===== src/rtl/result_uart_sender.sv =====
// Result word FIFO and hex-ASCII serialiser feeding a byte UART.
// Define RESULT_SENDER_CRLF_EN for a CR LF terminator instead of a space.
module result_uart_sender #(
  parameter int DATA_W     = 8,
  parameter int FIFO_DEPTH = 4
) (
  input  logic              clk,
  input  logic              rst,
  input  logic              in_valid,
  input  logic [DATA_W-1:0] in_data,
  output logic              in_ready,
  output logic              transmit,
  output logic [7:0]        tx_byte,
  input  logic              is_transmitting,
  output logic              busy,
  output logic              overflow
);

  localparam int N    = DATA_W / 4;
  localparam int AW   = (FIFO_DEPTH > 1) ? $clog2(FIFO_DEPTH) : 1;
  localparam int CNTW = AW + 1;
`ifdef RESULT_SENDER_CRLF_EN
  localparam int TL = 2;
`else
  localparam int TL = 1;
`endif
  localparam logic [3:0] TERM_LEN = 4'(TL);
  localparam logic [3:0] LAST     = 4'(N + TL - 1);

  typedef enum logic [2:0] {
    IDLE,
    SEND,
    WAIT_BUSY,
    WAIT_IDLE,
    NEXT
  } state_t;

  logic [DATA_W-1:0] mem_q [FIFO_DEPTH];
  logic [AW-1:0]     rd_ptr_q, rd_ptr_d;
  logic [AW-1:0]     wr_ptr_q, wr_ptr_d;
  logic [CNTW-1:0]   count_q, count_d;
  state_t            state_q, state_d;
  logic [DATA_W-1:0] shift_q, shift_d;
  logic [3:0]        left_q, left_d;
  logic              transmit_q, transmit_d;
  logic [7:0]        tx_byte_q, tx_byte_d;
  logic              busy_q, busy_d;
  logic              overflow_q, overflow_d;
  logic              push, pop;
  logic [7:0]        cur_char;

  assign in_ready = (count_q != CNTW'(FIFO_DEPTH));
  assign push     = in_valid & in_ready;
  assign pop      = (state_q == IDLE) && (count_q != '0);
  assign transmit = transmit_q;
  assign tx_byte  = tx_byte_q;
  assign busy     = busy_q;
  assign overflow = overflow_q;

  function automatic logic [7:0] hex_ascii(input logic [3:0] n);
    return (n < 4'd10) ? (8'h30 + {4'h0, n}) : (8'h37 + {4'h0, n});
  endfunction

  // Character for the current position: digits first, terminator last.
  always_comb begin
    if (left_q >= TERM_LEN) begin
      cur_char = hex_ascii(shift_q[DATA_W-1 -: 4]);
    end
`ifdef RESULT_SENDER_CRLF_EN
    else if (left_q == 4'd1) begin
      cur_char = 8'h0D;
    end else begin
      cur_char = 8'h0A;
    end
`else
    else begin
      cur_char = 8'h20;
    end
`endif
  end

  // FIFO pointer and occupancy update.
  always_comb begin
    wr_ptr_d = push ? wr_ptr_q + AW'(1) : wr_ptr_q;
    rd_ptr_d = pop  ? rd_ptr_q + AW'(1) : rd_ptr_q;
    count_d  = count_q;
    if (push && !pop) count_d = count_q + CNTW'(1);
    if (!push && pop) count_d = count_q - CNTW'(1);
    overflow_d = overflow_q | (in_valid & ~in_ready);
  end

  // Frame sequencer, paced by the UART busy flag.
  always_comb begin
    state_d    = state_q;
    shift_d    = shift_q;
    left_d     = left_q;
    transmit_d = 1'b0;
    tx_byte_d  = tx_byte_q;
    unique case (state_q)
      IDLE: begin
        if (pop) begin
          shift_d = mem_q[rd_ptr_q];
          left_d  = LAST;
          state_d = SEND;
        end
      end
      SEND: begin
        if (!is_transmitting) begin
          tx_byte_d  = cur_char;
          transmit_d = 1'b1;
          state_d    = WAIT_BUSY;
        end
      end
      WAIT_BUSY: begin
        if (is_transmitting) state_d = WAIT_IDLE;
      end
      WAIT_IDLE: begin
        if (!is_transmitting) state_d = NEXT;
      end
      NEXT: begin
        if (left_q != 4'd0) begin
          left_d  = left_q - 4'd1;
          shift_d = shift_q << 4;
          state_d = SEND;
        end else begin
          state_d = IDLE;
        end
      end
      default: state_d = IDLE;
    endcase
    busy_d = (state_d != IDLE);
  end

  // FIFO storage; contents need no reset.
  always_ff @(posedge clk) begin
    if (push) mem_q[wr_ptr_q] <= in_data;
  end

  // All control state and registered outputs.
  always_ff @(posedge clk or posedge rst) begin
    if (rst) begin
      rd_ptr_q   <= '0;
      wr_ptr_q   <= '0;
      count_q    <= '0;
      state_q    <= IDLE;
      shift_q    <= '0;
      left_q     <= '0;
      transmit_q <= 1'b0;
      tx_byte_q  <= 8'h00;
      busy_q     <= 1'b0;
      overflow_q <= 1'b0;
    end else begin
      rd_ptr_q   <= rd_ptr_d;
      wr_ptr_q   <= wr_ptr_d;
      count_q    <= count_d;
      state_q    <= state_d;
      shift_q    <= shift_d;
      left_q     <= left_d;
      transmit_q <= transmit_d;
      tx_byte_q  <= tx_byte_d;
      busy_q     <= busy_d;
      overflow_q <= overflow_d;
    end
  end

endmodule


===== config.mk =====
export PLATFORM = sky130hd
export DESIGN_NAME = result_uart_sender
export DESIGN_NICKNAME = d
export VERILOG_FILES = /design/src/rtl/result_uart_sender.sv
export SDC_FILE = /design/constraint.sdc
export NUM_CORES = 1
export LEC_CHECK = 0
export CAP_MARGIN = 15
export CELL_PAD_IN_SITES_DETAIL_PLACEMENT = 0
export CELL_PAD_IN_SITES_GLOBAL_PLACEMENT = 1
export CORE_MARGIN = 10
export CORE_UTILIZATION = 36
export DETAILED_ROUTE_END_ITERATION = 12
export GPL_ROUTABILITY_DRIVEN = 0
export PLACE_DENSITY_LB_ADDON = 0.1
export SLEW_MARGIN = 20
export SYNTH_ARGS = -nofsm -noshare
export SYNTH_HDL_FRONTEND = slang
export SYNTH_SLANG_ARGS = --single-unit

===== constraint.sdc =====
create_clock -name clk -period 2.33 [get_ports clk]
set_clock_uncertainty 0.2 [all_clocks]
set_input_delay 0.466 -clock clk [delete_from_list [all_inputs] [get_ports clk]]
set_output_delay 0.466 -clock clk [all_outputs]
set_load 0.01 [all_outputs]

==> impl_metrics.csv <==
group,metric,value,unit
detailed_routing,routed_via_density,4.80,
cts,clk_latency,0.33,ns
pwr,swShare,31.4,%
worst_setup_path,crit_family,"simple AND/OR/NAND/NOR gates",
floorplan,io_pins,24,
sta,maxSlewViolCount,0,
layout,num_antenna_cells,0,
worst_setup_path,critPathKind,"flip-flop to flip-flop",
sta,whs,0.262,ns
cts,cts_tree,"yes",
cts,clock_path_buffers,2,
synth,ys_seq_area_share,63.2,%
placement,place_hpwl,3750,µm
synth,avgSynthCellArea,14.8,µm²
grt,grt-ovfl-total,0,
floorplan,initial_core_util,36.5,%
min_path,min_path_type,"flip-flop to flip-flop",
synth,synth_edf_count,32,
cts,hold_buffers,0,
placement,port_buffers,22,
cts,clkSinkCount,64,
worst_setup_path,slowest_delay,0.47,ns
cts,clk_pin_slew,0.07,ns
synth,synth_top_area_cell,"edfxtp_1",
layout,finalNetCount,255,
synth,synth_top_cell_area_share,34.5,%
grt,grt_max_degree,33,
grt,grt_pass1_vias,1790,
layout,area_delta_synth_final,25.8,%
synth,synth_seq_cells,64,
cts,cts_buffers,9,
worst_setup_path,crit_fanout,8,
pwr,seqPwrFrac,39.1,%
worst_setup_path,crit_arrival,2.25,ns
pwr,switchingPower,1.45,mW
worst_setup_path,cp_slowest_cell,"or3b_2",
synth,async_reset_ff_share,50.0,%
synth,ys_warn_count,0,
sta,period_minus_slack,2.22,ns
flow_run,drv_cap,0,
detailed_routing,avgRoutedWirePerCell,15.2,µm
pwr,ir_drop,542,µV
synth,yosys-top-cells-area,"edfxtp_1 (34%), dfrtp_1 (29%), mux4_2 (6.5%), ha_1 (4.0%), mux2_2 (2.8%)",
worst_setup_path,end_kind,"flip-flop",
floorplan,rows,32,
synth,ys_types,39,
detailed_routing,drtIter0Drc,45,
worst_setup_path,cp.required,2.35,ns
synth,ys.flop_type,"edfxtp_1",
sta,fin_crit_sh,95.5,%
sta,tns,0,ns
worst_setup_path,path_buf_inv,2,
layout,final_layout_size_suffix_gt1_share,24.4,%
cts,htreeDepth,3,
pwr,combPwrFrac,38.7,%
pwr,clkPwrFrac,22.3,%
pwr,internal-power,3.15,mW
synth,netlist_instances,189,
synth,syn_nets,211,
pwr,leakagePower,1.41,nW
pwr,power.density,1310,nW/µm²
worst_setup_path,crit_chain,"inv_1 > ha_1 > or3b_2 > a22oi_1 > buf_4 > mux2_2",
synth,syn-cell-area,2790,µm²
placement,place_ws,-0.0818,ns
detailed_routing,ant_nets,0,
detailed_routing,wl,5170,µm
detailed_routing,dr.pass1.iters,4,
worst_setup_path,start_kind,"flip-flop",
floorplan,die_y,108,µm
detailed_routing,vias,1632,
grt,grt_usage,9.77,%
floorplan,die_w,108,µm
detailed_routing,drc,0,
grt,grt_pass1_wl,8890,µm
outcome,status,"finished, final reports clean",
sta,setup_violations,0,
grt,antenna_found_initial,0,
cts,clockRootBuffer,"clkbuf_8",
sta,fin_ws,0.105,ns
sta,max_freq,0.449,GHz
sta,rsz0062_at_grt,"no",
floorplan,die_area,11700,µm²
floorplan,core-area,7650,µm²
sta,hold_viol_final,0,
pwr,total_power,4.60,mW
-- synthesized netlist by cell type, types with 5 or more instances --
master and count:
xnor2_1 5, inv_1 14, o21ai_0 7, ha_1 9
mux2i_1 5, a22o_1 6, nand2_1 9, mux4_2 8
mux2_2 7, and2_1 5, edfxtp_1 32, dfrtp_1 32
nor2_1 6
-- cell type report --
type	count	area, µm²
Clock inverter	5	82.6
Tap cell	102	128
Timing Repair Buffer	42	419
Multi-Input combinational cell	102	933
Inverter	14	52.6
Fill cell	719	4140
Clock buffer	11	131
Sequential cell	64	1760
-- power by group through the flow --
stage	Sequential (mW)	Clock (mW)	Combinational, mW
after CTS	1.80	1.06	1.78
after floorplan	1.76	0	1.14
final	1.80	1.02	1.78
after global routing	1.85	1.12	2.00
after global placement	1.79	0	1.71
after detailed placement	1.81	0	1.77
-- layout by cell type, fill, tap and decap left out, types with 2 or more instances in the layout --
master,synthesis,final
o21ai_0,7,7
mux2i_1,5,5
dfrtp_1,32,31
buf_4,2,16
a21oi_1,4,4
or3_1,2,2
nor2_1,6,6
clkbuf_8,0,9
xnor2_1,5,5
clkdlybuf4s50_1,0,21
mux2_2,7,7
bufinv_16,0,2
nor2b_1,4,4
edfxtp_1,32,32
o31ai_1,3,3
xor2_1,3,3
clkinvlp_4,0,3
mux4_2,8,8
buf_12,0,4
clkbuf_1,3,2
inv_1,14,14
nand2_1,9,9
or4b_1,2,2
a22o_1,6,6
ha_1,9,8
and2_1,5,4
-- cell families after synthesis --
family	after synthesis	share of synthesized area [%]
AND/OR/NAND/NOR	38	8.03
other	1	0.134
XOR/XNOR	8	2.51
flip-flops	64	63.2
adder cells (fa/ha/maj)	10	4.76
AO/OA/AOI/OAI	25	6.10
multiplexers	20	11.1
buffers and inverters	23	4.22
-- through the flow --
step / instances / cell area [µm²] / util (%)
after floorplan: 189 / 2790 / -
after global placement: 322 / 3260 / 42.6
after detailed placement: 322 / 3260 / 42.6
after CTS: 339 / 3480 / 45.5
after global routing: 340 / 3510 / 45.9
final: 340 / 3510 / 45.9
-- routing by layer --
layer  global-route usage (%)  share of wire [%]  up-vias
met5                        0                  0        -
met1                     11.7                 45      813
met3                     2.68                4.8       11
met2                     15.9                 49       41
li1                         -                  -      767
met4                     4.87                1.9        0
-- state kept, by name (all words and copies together) (netlist names) --
register and cells:
mem_q 32, overflow 1, shift_q 8, wr_ptr_q 2, busy 1, left_q 4, rd_ptr_q 2, tx_byte 7
count_q 3, transmit 1, state_q 3
-- path summary, 6_finish.rpt --
kind	startpoint	to	slack, ns	cells past startpoint
max	left_q[0]	shift_q[6]	0.11	6
min	overflow	overflow	0.26	1
max reg2reg	left_q[0]	shift_q[6]	0.11	6
min reg2reg	overflow	overflow	0.26	1
max in group asynchronous	rst	state_q[2]	1.28	3
min in group asynchronous	rst	tx_byte[6]	0.33	3
-- repair_timing --
action | 4_1_cts | 5_1_grt
pin swaps | 1 | 3
setup endpoints to repair | 1 | 1
cloned | 0 | 0
gates resized for setup | 2 | 6
setup buffers | 1 | 1
Note: power is estimated with default switching activity, not from simulation.
